File: config.mk
export PLATFORM = sky130hd
export DESIGN_NAME = answer_entry_flat
export DESIGN_NICKNAME = d
export VERILOG_FILES = /design/src/rtl/factor_pkg.sv /design/src/rtl/answer_entry_if.sv /design/src/rtl/answer_entry_key_debounce.sv /design/src/rtl/answer_entry.sv /design/src/flat_wrapper.sv
export SDC_FILE = /design/constraint.sdc
export NUM_CORES = 1
export LEC_CHECK = 0
export CELL_PAD_IN_SITES_DETAIL_PLACEMENT = 0
export CELL_PAD_IN_SITES_GLOBAL_PLACEMENT = 2
export CORE_ASPECT_RATIO = 0.75
export CORE_UTILIZATION = 37
export CTS_BUF_LIST = sky130_fd_sc_hd__clkbuf_4 sky130_fd_sc_hd__clkbuf_8
export DETAILED_ROUTE_END_ITERATION = 16
export PLACE_DENSITY_LB_ADDON = 0.1
export SETUP_SLACK_MARGIN = 0.05
export SLEW_MARGIN = 15
export SYNTH_ARGS = -nofsm -noshare
export SYNTH_HDL_FRONTEND = slang
export SYNTH_SLANG_ARGS = --single-unit
File: constraint.sdc
create_clock -name CLK -period 2.95 [get_ports CLK]
set_clock_uncertainty 0.15 [all_clocks]
set_input_delay 0.4425 -clock CLK [delete_from_list [all_inputs] [get_ports CLK]]
set_output_delay 0.4425 -clock CLK [all_outputs]
set_load 0.01 [all_outputs]
File: src/rtl/factor_pkg.sv
// Shared constants, key codes and entry-state encoding for the factorization game answer path.
package factor_pkg;

    localparam int NUM_DIGITS = 3;
    localparam int DIGIT_W    = 4;

    localparam logic [DIGIT_W-1:0] KEY_BKSP  = 4'hA;
    localparam logic [DIGIT_W-1:0] KEY_ENTER = 4'hE;
    localparam logic [DIGIT_W-1:0] KEY_CLEAR = 4'hF;

    typedef enum logic [1:0] {
        IDLE = 2'd0,
        D1   = 2'd1,
        D2   = 2'd2,
        D3   = 2'd3
    } entry_state_t;

    function automatic logic isDigit(input logic [DIGIT_W-1:0] code);
        return code <= 4'd9;
    endfunction

endpackage

File: src/rtl/answer_entry_if.sv
// Keypad-side inputs and answer-checker-side outputs of the player-1 answer entry stage.
interface answer_entry_if;
    import factor_pkg::*;

    logic               KEY_PRESS;
    logic [DIGIT_W-1:0] KEY_CODE;
    logic               NEW_Q;
    logic [DIGIT_W-1:0] ANSWER_1;
    logic [DIGIT_W-1:0] ANSWER_2;
    logic [DIGIT_W-1:0] ANSWER_3;
    logic               ANSWER_VALID;
    logic [1:0]         DIGIT_CNT;
    logic               TIMEOUT;

    modport master (
        output KEY_PRESS, KEY_CODE, NEW_Q,
        input  ANSWER_1, ANSWER_2, ANSWER_3, ANSWER_VALID, DIGIT_CNT, TIMEOUT
    );

    modport slave (
        input  KEY_PRESS, KEY_CODE, NEW_Q,
        output ANSWER_1, ANSWER_2, ANSWER_3, ANSWER_VALID, DIGIT_CNT, TIMEOUT
    );

endinterface

File: src/rtl/answer_entry_key_debounce.sv
// Synchronises the raw keypad strobe/code and emits one registered event per debounced press.
module key_debounce
    import factor_pkg::*;
#(
    parameter logic [19:0] DEB_CYC = 20'd500000
) (
    input  logic               CLK,
    input  logic               RST,
    input  logic               i_keyPress,
    input  logic [DIGIT_W-1:0] i_keyCode,
    output logic               o_keyEvt,
    output logic [DIGIT_W-1:0] o_keyCode
);

    logic               r_pressSync1;
    logic               r_pressSync2;
    logic [DIGIT_W-1:0] r_codeSync1;
    logic [DIGIT_W-1:0] r_codeSync2;
    logic [19:0]        r_cnt;
    logic               r_armed;
    logic               r_evt;
    logic [DIGIT_W-1:0] r_code;

    // Reset leaves the debouncer disarmed so a key held through reset must be released first.
    always_ff @(posedge CLK) begin
        if (RST) begin
            r_pressSync1 <= 1'b0;
            r_pressSync2 <= 1'b0;
            r_codeSync1  <= '0;
            r_codeSync2  <= '0;
            r_cnt        <= '0;
            r_armed      <= 1'b0;
            r_evt        <= 1'b0;
            r_code       <= '0;
        end else begin
            r_pressSync1 <= i_keyPress;
            r_pressSync2 <= r_pressSync1;
            r_codeSync1  <= i_keyCode;
            r_codeSync2  <= r_codeSync1;
            r_evt        <= 1'b0;
            if (r_pressSync2 == r_armed) begin
                if (r_cnt >= DEB_CYC - 20'd1) begin
                    r_cnt   <= '0;
                    r_armed <= ~r_armed;
                    if (r_armed) begin
                        r_evt  <= 1'b1;
                        r_code <= r_codeSync2;
                    end
                end else begin
                    r_cnt <= r_cnt + 20'd1;
                end
            end else begin
                r_cnt <= '0;
            end
        end
    end

    assign o_keyEvt  = r_evt;
    assign o_keyCode = r_code;

endmodule

File: src/rtl/answer_entry.sv
// Player-1 answer entry: assembles three factor digits from debounced keys and commits them on ENTER.
module answer_entry
    import factor_pkg::*;
#(
    parameter logic [19:0] DEB_CYC     = 20'd500000,
    parameter logic [31:0] TIMEOUT_CYC = 32'd0
) (
    input  logic         CLK,
    input  logic         RST,
    answer_entry_if.slave bus
);

    logic               w_keyEvt;
    logic [DIGIT_W-1:0] w_keyCode;

    entry_state_t       r_state;
    logic [DIGIT_W-1:0] r_buf1;
    logic [DIGIT_W-1:0] r_buf2;
    logic [DIGIT_W-1:0] r_buf3;
    logic [DIGIT_W-1:0] r_ans1;
    logic [DIGIT_W-1:0] r_ans2;
    logic [DIGIT_W-1:0] r_ans3;
    logic               r_ansValid;
    logic               r_timeout;
    logic [31:0]        r_toCnt;

    key_debounce #(.DEB_CYC(DEB_CYC)) u_keyDebounce (
        .CLK        (CLK),
        .RST        (RST),
        .i_keyPress (bus.KEY_PRESS),
        .i_keyCode  (bus.KEY_CODE),
        .o_keyEvt   (w_keyEvt),
        .o_keyCode  (w_keyCode)
    );

    // NEW_Q outranks a coincident key event; the idle timer only runs on a partial entry.
    always_ff @(posedge CLK) begin
        if (RST) begin
            r_state    <= IDLE;
            r_buf1     <= '0;
            r_buf2     <= '0;
            r_buf3     <= '0;
            r_ans1     <= '0;
            r_ans2     <= '0;
            r_ans3     <= '0;
            r_ansValid <= 1'b0;
            r_timeout  <= 1'b0;
            r_toCnt    <= '0;
        end else begin
            r_ansValid <= 1'b0;
            r_timeout  <= 1'b0;
            if (bus.NEW_Q) begin
                r_state <= IDLE;
                r_buf1  <= '0;
                r_buf2  <= '0;
                r_buf3  <= '0;
                r_ans1  <= '0;
                r_ans2  <= '0;
                r_ans3  <= '0;
                r_toCnt <= '0;
            end else if (w_keyEvt) begin
                r_toCnt <= '0;
                if (isDigit(w_keyCode)) begin
                    case (r_state)
                        IDLE:    begin r_buf1 <= w_keyCode; r_state <= D1; end
                        D1:      begin r_buf2 <= w_keyCode; r_state <= D2; end
                        D2:      begin r_buf3 <= w_keyCode; r_state <= D3; end
                        default: ;
                    endcase
                end else if (w_keyCode == KEY_BKSP) begin
                    case (r_state)
                        D3:      begin r_buf3 <= '0; r_state <= D2; end
                        D2:      begin r_buf2 <= '0; r_state <= D1; end
                        D1:      begin r_buf1 <= '0; r_state <= IDLE; end
                        default: ;
                    endcase
                end else if (w_keyCode == KEY_ENTER && r_state == D3) begin
                    r_ans1     <= r_buf1;
                    r_ans2     <= r_buf2;
                    r_ans3     <= r_buf3;
                    r_ansValid <= 1'b1;
                    r_buf1     <= '0;
                    r_buf2     <= '0;
                    r_buf3     <= '0;
                    r_state    <= IDLE;
                end else if (w_keyCode == KEY_CLEAR) begin
                    r_buf1  <= '0;
                    r_buf2  <= '0;
                    r_buf3  <= '0;
                    r_state <= IDLE;
                end
            end else if (TIMEOUT_CYC != 32'd0 && r_state != IDLE) begin
                if (r_toCnt >= TIMEOUT_CYC - 32'd1) begin
                    r_toCnt   <= '0;
                    r_timeout <= 1'b1;
                    r_buf1    <= '0;
                    r_buf2    <= '0;
                    r_buf3    <= '0;
                    r_state   <= IDLE;
                end else begin
                    r_toCnt <= r_toCnt + 32'd1;
                end
            end else begin
                r_toCnt <= '0;
            end
        end
    end

    assign bus.ANSWER_1     = r_ans1;
    assign bus.ANSWER_2     = r_ans2;
    assign bus.ANSWER_3     = r_ans3;
    assign bus.ANSWER_VALID = r_ansValid;
    assign bus.TIMEOUT      = r_timeout;
    assign bus.DIGIT_CNT    = r_state;

endmodule

File: src/flat_wrapper.sv
// flat-port wrapper written by rule: the top's interface ports become plain ports
module answer_entry_flat import factor_pkg::*;
#(
    parameter logic [19:0] DEB_CYC     = 20'd500000,
    parameter logic [31:0] TIMEOUT_CYC = 32'd0
)
  (CLK, RST, bus_KEY_PRESS, bus_KEY_CODE, bus_NEW_Q, bus_ANSWER_1, bus_ANSWER_2, bus_ANSWER_3, bus_ANSWER_VALID, bus_DIGIT_CNT, bus_TIMEOUT);
  answer_entry_if bus_i ();
  input  logic CLK;
  input  logic RST;
  input wire logic [$bits(bus_i.KEY_PRESS)-1:0] bus_KEY_PRESS;
  input wire logic [$bits(bus_i.KEY_CODE)-1:0] bus_KEY_CODE;
  input wire logic [$bits(bus_i.NEW_Q)-1:0] bus_NEW_Q;
  output wire logic [$bits(bus_i.ANSWER_1)-1:0] bus_ANSWER_1;
  output wire logic [$bits(bus_i.ANSWER_2)-1:0] bus_ANSWER_2;
  output wire logic [$bits(bus_i.ANSWER_3)-1:0] bus_ANSWER_3;
  output wire logic [$bits(bus_i.ANSWER_VALID)-1:0] bus_ANSWER_VALID;
  output wire logic [$bits(bus_i.DIGIT_CNT)-1:0] bus_DIGIT_CNT;
  output wire logic [$bits(bus_i.TIMEOUT)-1:0] bus_TIMEOUT;
  assign bus_i.KEY_PRESS = bus_KEY_PRESS;
  assign bus_i.KEY_CODE = bus_KEY_CODE;
  assign bus_i.NEW_Q = bus_NEW_Q;
  assign bus_ANSWER_1 = bus_i.ANSWER_1;
  assign bus_ANSWER_2 = bus_i.ANSWER_2;
  assign bus_ANSWER_3 = bus_i.ANSWER_3;
  assign bus_ANSWER_VALID = bus_i.ANSWER_VALID;
  assign bus_DIGIT_CNT = bus_i.DIGIT_CNT;
  assign bus_TIMEOUT = bus_i.TIMEOUT;
  answer_entry #(.DEB_CYC(DEB_CYC), .TIMEOUT_CYC(TIMEOUT_CYC)) u_core (.CLK(CLK), .RST(RST), .bus(bus_i));
endmodule
# Yosys cells after proc, flatten, opt, wreduce, memory -nomap -nowiden
# Index checks and enable logic that the tools add are counted.
# totals
rom_bits,0
ff_bits,63
out_inout_bits,16
elab_cells,76
ram_bits,0
in_bits,8
latch_bits,0
mem_count,0
# classes
bitwise,6
eq_ne,15
addsub,1
magnitude_cmp,2
n_shift,0
div_mod_pow,0
n_reduce_logical,14
multipliers,0
n_mux,22
# op_table
op,n
4-bit two-way mux,14
20-bit by 1-bit adder with 20-bit output (second input constant),1
20-bit by 19-bit >= comparator with 1-bit output (second input constant),1
4-bit AND reduction,5
4-bit equality test (second input constant),3
2-bit one-hot mux with 3 select lines,2
3-bit by 2-bit != test with 1-bit output (second input constant),3
2-bit two-way mux,4
2-bit != test (second input constant),3
1-bit inverter,6
3-bit OR reduction,2
5-bit by 4-bit != test with 1-bit output (second input constant),1
5-bit OR reduction,1
2-bit equality test (second input constant),2
4-bit less-or-equal comparator (second input constant),1
4-bit != test (second input constant),1
4-bit nonzero test,1
3-bit AND reduction,1
2-bit by 1-bit equality test with 1-bit output (second input constant),1
2-bit zero test,1
1-bit two-way mux,2
2-bit AND reduction,1
2-bit OR reduction,1
1-bit equality test,1
1-bit logical AND,1

# Depth between registers and ports, before layout
# Gate-level depths: netlist (run 1).
# logic_depth
depth_word,5
mapped_depth,7
depth_no_buf,6

# By module
# A second synthesis (run 1) with hierarchy kept.
# unflattened
cells_unflattened,307
hier_area_um2,2891.5
# modules_own_cells
mod,area_each_um2,instances,seq_area_each_um2,cells_per_inst
key_debounce,1586.5,1,720.7,170
answer_entry,1305.0,1,540.5,137

# Worst setup path before layout (run 1)
# OpenSTA, ideal clock, no wires.
# synth_timing
kind,register -> register
from,reg u_core.u_keyDebounce.r_cnt[0]
to,reg u_core.u_keyDebounce.r_cnt[10]
arrival_ps,1815
setup_time_ps,64
path_buffers,2
required_time_ps,2736
period_less_slack_ps,2029
stages_incl_launch_ff,8
path_slack_ps,921
path_cell_list,dfxtp_1 ha_1 nand4_1 nand3_1 a2111o_1 buf_4 buf_6 nor2_1
# synth_via
elab_chain_len,2
elab_cells_between_ends,3
cone_classes,add/sub (1); order compare (1); reduce/logical (1)
# synth_lines
item,line,rtl
from (decl),answer_entry_key_debounce.sv:19,logic [19:0] r_cnt;
from (signal assigned),answer_entry_key_debounce.sv:50,r_cnt <= r_cnt + 20'd1;
20-bit by 19-bit >= comparator with 1-bit output,answer_entry_key_debounce.sv:42,if (r_cnt >= DEB_CYC - 20'd1) begin
3-bit OR reduction (no line),-,
# Several ways; a longest one is shown, not always the timed one.
# A chain may end at the register's enable or synchronous reset.

# Final worst setup path (run 1)
# layout_timing
from,reg u_core.u_keyDebounce.r_cnt[12]
to,reg u_core.u_keyDebounce.r_cnt[9]
# layout_via
elab_chain_len,2
# layout_lines
item,line
20-bit by 19-bit >= comparator with 1-bit output,answer_entry_key_debounce.sv:42
3-bit OR reduction (no line),-
# No other way between the ends.

==> results_dict.tcl, run 1 <==
set metrics [dict create \
    n_fill_cell 689 \
    grt_use_met2_pct 22.95 \
    cp_slowest_cell "a2111o_1" \
    ant_nets 0 \
    antenna_found_initial 0 \
    grt_max_degree 21 \
    power_leakage_nw 1.136 \
    clkLatencyLatePin_ns 0.35 \
    end_kind "flop" \
    relSlewSlack_pct 49.34 \
    die_y_um 75.98 \
    rows 26 \
    globalplace.congestion 0.7333 \
    max_stage_delay_ns 0.64 \
    yosysSeqAreaShare_pct 46.71 \
    cts_buffers 9 \
    yosys_warnings 0 \
    yosys.cell_count.top_type "dfxtp_1" \
    hold_start "u_core.u_keyDebounce.r_codeSync1[1]" \
    required_ns 3.01 \
    finalCritPeriodShare_pct 80.98 \
    vias 2085 \
    r2r_start "u_core.u_keyDebounce.r_cnt[12]" \
    synth-edff-count 0 \
    multi_input_area_sq_um 1334 \
    cts_buffer_depth 2 \
    syn_area_sq_um 2700 \
    core-area_sq_um 6929 \
    routedWlPerCell_um 12.81 \
    cp_cell_sequence "or4b_1, nor3_4, a2111o_1, nor2_1" \
    dp_cells 413 \
    num_io_pins 24 \
    fin_cells 429 \
    vdd_drop_max_uv 281.5 \
    r2r_slack_ns 0.56 \
    synth_top_flop_cell "dfxtp_1" \
    setup.worst_path.start "u_core.u_keyDebounce.r_cnt[12]" \
    clk_pin_slew_ns 0.06 \
    final_nets 340 \
    grt_pass1_vias 2018 \
    die_w_um 100.6 \
    drc 0 \
    postRouteWirelength_mm 5.496 \
    met1_usage_pct 21.89 \
    async_flop_share_pct 0 \
    min_path_type "reg -> reg" \
    drtPass1Iterations 4 \
    ctsResizeCount 0 \
    synthTopCellsByArea "dfxtp_1, nand2_1, mux2i_1" \
    critPathBufInv 0 \
    worst_pin_slew_ns 0.7598 \
    hold_depth 1 \
    crit_type "reg -> reg" \
    clock.fmax_mhz 418.6 \
    worst-r2r-cell-count 4 \
    portBuffers 22 \
    cp.arrival_ns 2.45 \
    antenna_cells 0 \
    yosysTopAreaCell "dfxtp_1" \
    syn_inst 301 \
    dieArea_sq_um 7647 \
    finalCriticalPeriod_ns 2.389 \
    grtUsageMet3_pct 5.780 \
    cts.sinks 63 \
    busiest_layer "met2" \
    grt_pass1_wl_mm 9.515 \
    synth.distinct_cells 42 \
    rsz0062_at_grt "false" \
    hpwl_mm 3.768 \
    worstReg2RegEnd "u_core.u_keyDebounce.r_cnt[9]" \
    cts_setup_buffers 0 \
    grtUsageTotal_pct 16.14 \
    slew_violations 0 \
    drive_gt1_share_pct 7.855 \
    via_per_inst 4.860 \
    power-per-cell-area_nw_per_um2 548.6 \
    cts_tree "built" \
    hold_buffers 0 \
    area_growth_pct 20.30 \
    cp.depth 4 \
    cap_violations 0 \
    gr-total-overflow 0 \
    min_to "u_core.u_keyDebounce.r_codeSync2[1]" \
    hold_violations 0 \
    outcome "completed" \
    path_delay_family "simple AND/OR/NAND/NOR gates" \
    cp_max_fo 19 \
    drt-initial-drc-count 28 \
    avgSynthCellArea_sq_um 8.970 \
    finalSetupViolations 0 \
    yosys.area.top_type_share_pct 46.71 \
    htree_levels 3 \
    setup-tns-final_ns 0 \
    regArea_sq_um 1261 \
    ys_top_cells_by_count "dfxtp_1, nand2_1, nand3_1, nor2_1, a21oi_1" \
    whs_ns 0.2878 \
    start_kind "flop" \
    start_util_pct 38.97 \
    clock-root-buffer "clkbuf_8" \
    ys_ff_latch 63 \
]
[sequential cells by signal, indices dropped and copies added (netlist names)]
name                               flops
u_core.u_keyDebounce.o_keyEvt          1
u_core.u_keyDebounce.r_cnt            20
u_core.r_buf1                          4
u_core.bus.ANSWER_3                    4
u_core.r_buf3                          4
u_core.r_buf2                          4
u_core.bus.ANSWER_1                    4
u_core.bus.ANSWER_2                    4
u_core.u_keyDebounce.r_codeSync1       4
u_core.u_keyDebounce.o_keyCode         4
u_core.u_keyDebounce.r_codeSync2       4
u_core.bus.ANSWER_VALID                1
u_core.u_keyDebounce.r_pressSync1      1
u_core.u_keyDebounce.r_armed           1
u_core.u_keyDebounce.r_pressSync2      1
u_core.bus.DIGIT_CNT                   2
[routing by layer]
metal	wire, um	vias up	share of wire (%)
li1	-	1100	-
met1	3047	956	55
met2	2203	20	40
met3	160	9	2.9
met4	85	0	1.5
met5	0	-	0
[report_power, final]
part / total (W) / internal (W) / leakage, nW / switching (W)
sequential: 0.000865 / 0.000860 / 0.510 / 0.00000485
combinational: 0.0000488 / 0.0000208 / 0.505 / 0.0000280
clock: 0.000868 / 0.000540 / 0.120 / 0.000328
total: 0.00178 / 0.00142 / 1.14 / 0.000361
[worst max-delay path by stage]
stage | end | slack, ns
final | u_core.u_keyDebounce.r_cnt[9] | 0.56
after floorplan | u_core.u_keyDebounce.r_cnt[10] | 0.92
after CTS | u_core.u_keyDebounce.r_cnt[11] | 0.55
after global routing | u_core.u_keyDebounce.r_cnt[17] | 0.37
after detailed placement | u_core.u_keyDebounce.r_cnt[3] | 0.55
after global placement | u_core.u_keyDebounce.r_cnt[4] | 0.59
[cell families after synthesis]
family / share of synthesized area, %
xor+xnor: 4.217
flops: 46.71
buf+inv: 4.031
other cells: 0.1389
simple gates: 25.72
fa+ha+maj: 2.780
mux: 5.978
compound gates: 10.43
[layout by cell type, fill, tap and decap left out, types with 4 or more instances in the layout]
cell type / n
nor2_1: 20
nand2_1: 47
clkbuf_8: 11
ha_1: 6
clkdlybuf4s50_1: 22
a21oi_1: 18
nor3_1: 9
nand4_1: 5
a32oi_1: 4
xnor2_1: 10
nor2b_1: 11
mux2i_1: 15
nor4_1: 4
buf_4: 5
o21ai_0: 4
nand3_1: 20
inv_1: 11
nor3b_1: 5
dfxtp_1: 63
a2111o_1: 5
[through the flow]
step / util (%) / area [sq um] / setup slack (ns) / power (W)
finish: 46.88 / 3248 / 0.5611 / 0.001782
CTS: 46.88 / 3248 / 0.5480 / 0.001812
global placement: 43.54 / 3017 / 0.5887 / 0.0009344
floorplan: - / 2704 / 0.9208 / 0.0009166
detailed placement: 43.54 / 3017 / 0.5509 / 0.0009341
global route: 46.88 / 3248 / 0.3720 / 0.001855
[final cells by class]
cell class              count  area share (%)
clock inverters             3           2.003
well taps                  98           3.775
flip-flops and latches     63           38.83
multi-input cells         214           41.06
clock buffers              13           5.123
repair buffers             27           7.935
inverters                  11           1.271
Power figures use the tool's default switching activity.
==> inputs of run 2 (changes only) <==
- CORE_UTILIZATION: 37 -> 33
- clock period: 2.95 -> 2.1 ns (I/O delays scaled with it)
==> run 2 against run 1 <==
Compared with the run above:
- cell count grew 5.8%
- combinational power increased by 53%
- worst setup slack got worse by 0.38 ns
- largest cell class unchanged
- critical path depth up 2
- clock-buffer cell count decreased by 1
- critical path type unchanged
- non-clock buffer count is 19 higher
- worst hold slack improved by 0.0014 ns
- maximum frequency grew 24%
- via count rose by 4.4%
- largest power group is now registers
- flip-flop and latch count is the same
- highest routed layer unchanged
==> results_dict.tcl, run 2 (synthesis results as in run 1) <==
set metrics [dict create \
    finalSetupViolations 0 \
    postRouteWirelength_mm 5.870 \
    p_int_w 0.001860 \
    drtPass1Iterations 4 \
    cp_slowest_cell "dfxtp_1" \
    vias 2177 \
    start_util_pct 34.10 \
    slew_violations 0 \
    grtUsageTotal_pct 15.02 \
    hpwl_mm 4.124 \
    die_w_um 106.5 \
    p_seq_share_pct 51.3 \
    drive_gt1_share_pct 13.47 \
    grt_max_degree 25 \
    grt_pass1_wl_mm 9.735 \
    power-per-cell-area_nw_per_um2 700.8 \
    cts_tree "built" \
    r2r_slack_ns 0.18 \
    crit_type "reg -> reg" \
    gr-total-overflow 0 \
    switching_share_pct 21.51 \
    drc 0 \
    final_nets 359 \
    clk_pin_slew_ns 0.07 \
    clock-root-buffer "clkbuf_8" \
    vdd_drop_max_uv 274.4 \
    start_kind "flop" \
    largest_register_ffs 20 \
    dieArea_sq_um 8552 \
    max_stage_delay_ns 0.36 \
    worst_slack_ns 0.1798 \
    clkLatencyLatePin_ns 0.34 \
    portBuffers 22 \
    setup-tns-final_ns 0 \
    cap_violations 0 \
    required_ns 2.21 \
    ctsResizeCount 0 \
    hold_buffers 0 \
    antenna_found_initial 0 \
    min_path_type "reg -> reg" \
    grt_pass1_vias 1948 \
    cp_max_fo 6 \
    globalplace.congestion 0.7249 \
    via_per_inst 4.795 \
    area_growth_pct 25.25 \
    finalCriticalPeriod_ns 1.920 \
    setup.worst_path.start "u_core.bus.DIGIT_CNT[0]" \
    hold_start "u_core.u_keyDebounce.r_codeSync1[0]" \
    end_kind "flop" \
    final_common_cell "dfxtp_1" \
    power_leakage_nw 1.218 \
    cts_setup_buffers 0 \
    clock_power_share_pct 45.6 \
    most-common-layout-cells "dfxtp_1, nand2_1, buf_4" \
    routedWlPerCell_um 12.93 \
    cp_cell_sequence "ha_1, o21a_1, o311a_1, o221ai_1, buf_4, mux2i_1" \
    regMostFlops "u_core.u_keyDebounce.r_cnt" \
    antenna_cells 0 \
    cts.sinks 63 \
    ant_nets 0 \
    rows 28 \
    relSlewSlack_pct 51.49 \
    clock.fmax_mhz 520.8 \
    r2r_start "u_core.bus.DIGIT_CNT[0]" \
    cp.arrival_ns 2.03 \
    drt-initial-drc-count 44 \
    cts_buffer_depth 2 \
    die_y_um 80.34 \
    num_io_pins 24 \
    power.switching_w 0.0005098 \
    hold_violations 0 \
    pre_cts_ws_ns -0.02108 \
    worst_pin_slew_ns 0.7250 \
    outcome "completed" \
    cts_buffers 9 \
    finalCritPeriodShare_pct 91.44 \
    core-area_sq_um 7918 \
    power_frac_comb_pct 3.2 \
    rsz0062_at_grt "false" \
    htree_levels 3 \
]
## run 2: cell count changes in the layout (fill, tap and decap cells not counted), sizes merged
cell,before,now
bufinv,2,1
buf,5,24
clkinvlp,0,1
clkbuf,13,12
## run 2: layout make-up
cell class                 count  area (sq um)
fill                         831          4536
multi-input combinational    214          1346
sequential                    63          1261
timing repair buffer          46         400.4
clock buffer                  12         158.9
tap                          105         131.4
clock inverter                 3         42.54
inverter                      11         41.29
## run 2: final timing paths
check,to,depth (start not counted)
worst max-delay path,u_core.r_buf3[3],6
worst min-delay path,u_core.u_keyDebounce.r_codeSync2[0],1
worst max register to register,u_core.r_buf3[3],6
worst min register to register,u_core.u_keyDebounce.r_codeSync2[0],1
## run 2: layer usage
metal	global-route usage [%]	share of wire (%)	vias up
li1	-	-	1138
met4	6.164	1.3	0
met1	21.22	56	1001
met3	5.925	3.7	8
met2	19.81	39	30
met5	0	0	-
## run 2: power by group through the flow
stage / registers [W] / logic (W) / clock network (W)
2_1_floorplan: 0.00124 / 0.0000473 / 0
3_3_place_gp: 0.00124 / 0.0000772 / 0
3_5_place_dp: 0.00124 / 0.0000768 / 0
4_1_cts: 0.00121 / 0.0000770 / 0.00113
5_1_grt: 0.00122 / 0.0000848 / 0.00120
6_report: 0.00122 / 0.0000748 / 0.00108
## run 2: per-stage QoR
stage	instances	utilization, %	instance area, sq um	total power, W	hold slack, ns
2_1_floorplan	302	-	2704	0.001288	0.2638
3_3_place_gp	439	40.01	3168	0.001320	0.2692
3_5_place_dp	439	40.01	3168	0.001319	0.2792
4_1_cts	454	42.56	3369	0.002419	0.2964
5_1_grt	454	42.71	3382	0.002497	0.3131
6_report	454	42.71	3382	0.002370	0.2892
## run 2: worst max-delay path: cells and delay by family, from the launching register on
kind | cells | cell delay, ns
multiplexers | 1 | 0.21
adder cells (fa/ha/maj) | 1 | 0.30
flip-flops | 1 | 0.36
buffers and inverters | 1 | 0.19
AO/OA/AOI/OAI | 3 | 0.62
==> inputs of run 3 (changes only) <==
- REMOVE_ABC_BUFFERS: unset -> 1
==> run 3 against run 2 <==
Compared with the run above:
- critical endpoint is now u_core.u_keyDebounce.r_cnt[17]
- via count up 1.5%
- maximum frequency fell by 1.7%
- largest cell class unchanged
- combinational power rose by 4.5%
- clock power rose by 24%
- worst hold slack got worse by 0.0041 ns
==> results_dict.tcl, run 3 (synthesis results as in run 1) <==
set metrics [dict create \
    grt_use_met2_pct 20.91 \
    ant_nets 0 \
    clock_power_share_pct 50.9 \
    area_growth_pct 27.80 \
    slew_violations 0 \
    busiest_layer "met1" \
    rows 28 \
    gr-total-overflow 0 \
    hold_violations 0 \
    finalCritPeriodShare_pct 93.00 \
    antenna_found_initial 0 \
    min_path_type "reg -> reg" \
    p_seq_share_pct 46.2 \
    antenna_cells 0 \
    hold_depth 1 \
    largest_register_ffs 20 \
    die_w_um 106.5 \
    hpwl_mm 4.146 \
    regMostFlops "u_core.u_keyDebounce.r_cnt" \
    ctsResizeCount 0 \
    start_kind "flop" \
    switching_share_pct 20.28 \
    clock-root-buffer "clkbuf_8" \
    core-area_sq_um 7918 \
    r2r_start "u_core.u_keyDebounce.r_cnt[3]" \
    num_io_pins 24 \
    worstReg2RegEnd "u_core.u_keyDebounce.r_cnt[17]" \
    postRouteWirelength_mm 6.035 \
    p_int_w 0.002098 \
    final_common_cell "dfxtp_1" \
    grt_pass1_vias 2050 \
    outcome "completed" \
    worst_pin_slew_ns 0.5816 \
    cts.sinks 63 \
    cts_buffers 9 \
    power-per-cell-area_nw_per_um2 762.4 \
    power.switching_w 0.0005335 \
    dieArea_sq_um 8552 \
    final_nets 356 \
    grt_pass1_wl_mm 10.41 \
    die_y_um 80.34 \
    hold_buffers 0 \
    routedWlPerCell_um 13.35 \
    vdd_drop_max_uv 375.2 \
    power_leakage_nw 1.236 \
    cap_violations 0 \
    min_to "u_core.u_keyDebounce.r_codeSync2[1]" \
    grtUsageTotal_pct 15.82 \
    drc 0 \
    grt_max_degree 25 \
    clock.fmax_mhz 512.0 \
    cts_setup_buffers 0 \
    via_per_inst 4.889 \
    power_frac_comb_pct 3.0 \
    setup-tns-final_ns 0 \
    cp.arrival_ns 2.08 \
    drt-initial-drc-count 105 \
    crit_type "reg -> reg" \
    met1_usage_pct 23.72 \
    globalplace.congestion 0.7460 \
    clk_pin_slew_ns 0.07 \
    rsz0062_at_grt "true" \
    cts_tree "built" \
    r2r_slack_ns 0.15 \
    relSlewSlack_pct 61.19 \
    cp_max_fo 7 \
    finalCriticalPeriod_ns 1.953 \
    hold_start "u_core.u_keyDebounce.r_codeSync1[1]" \
    htree_levels 3 \
    cts_buffer_depth 2 \
    start_util_pct 34.10 \
    most-common-layout-cells "dfxtp_1, nand2_1, clkdlybuf4s50_1" \
    end_kind "flop" \
    portBuffers 22 \
    finalSetupViolations 0 \
    power.total_w 0.002631 \
    vias 2210 \
    drive_gt1_share_pct 14.41 \
    worst-r2r-cell-count 4 \
    drtPass1Iterations 4 \
    required_ns 2.22 \
    grtUsageMet3_pct 4.464 \
    clkLatencyLatePin_ns 0.34 \
]
[run 3: critical path: stages, from the launching register on]
cell	delay, ns
dfxtp_1	0.39
nand3_1	0.14
or4_1	0.68
or3_1	0.39
a21oi_1	0.14
[run 3: metal layers]
layer | vias to the layer above | share of wire, %
met1 | 1005 | 58
met2 | 60 | 36
met4 | 0 | 1.3
li1 | 1136 | -
met5 | - | 0
met3 | 9 | 4.6
[run 3: worst max path at each step]
| stage | from | to | slack [ns] |
|---|---|---|---|
| 3_5_place_dp | RST | u_core.r_buf1[0] | -0.11 |
| 5_1_grt | u_core.u_keyDebounce.r_cnt[0] | u_core.u_keyDebounce.r_cnt[16] | -0.03 |
| 4_1_cts | u_core.bus.DIGIT_CNT[0] | u_core.bus.ANSWER_1[0] | 0.05 |
| 2_1_floorplan | u_core.u_keyDebounce.r_cnt[12] | u_core.u_keyDebounce.r_cnt[10] | 0.06 |
| 3_3_place_gp | RST | u_core.bus.DIGIT_CNT[1] | -0.02 |
| 6_report | u_core.u_keyDebounce.r_cnt[3] | u_core.u_keyDebounce.r_cnt[17] | 0.15 |
[run 3: area by class of cell]
class,count,area [sq um]
Clock buffer,11,151.4
Sequential cell,63,1261
Timing Repair Buffer,43,390.4
Tap cell,105,131.4
Clock inverter,5,103.9
Fill cell,847,4467
Inverter,11,41.29
Multi-Input combinational cell,214,1371
[run 3: stage by stage]
stage | setup slack (ns) | hold slack, ns | area (sq um) | cells | utilization [%]
3_5_place_dp | -0.1057 | 0.2704 | 3158 | 436 | 39.89
6_report | 0.1470 | 0.2851 | 3451 | 452 | 43.58
4_1_cts | 0.05217 | 0.2871 | 3413 | 452 | 43.11
2_1_floorplan | 0.05784 | 0.2366 | 2636 | 288 | -
5_1_grt | -0.02524 | 0.3141 | 3451 | 452 | 43.58
3_3_place_gp | -0.02260 | 0.2652 | 3158 | 436 | 39.89
[run 3: power by group through the flow]
stage	logic [W]	registers (W)	clock network (W)
global placement	0.0000787	0.00124	0
floorplan	0.0000348	0.00124	0
global route	0.0000881	0.00122	0.00142
detailed placement	0.0000790	0.00124	0
finish	0.0000782	0.00121	0.00134
CTS	0.0000797	0.00121	0.00138
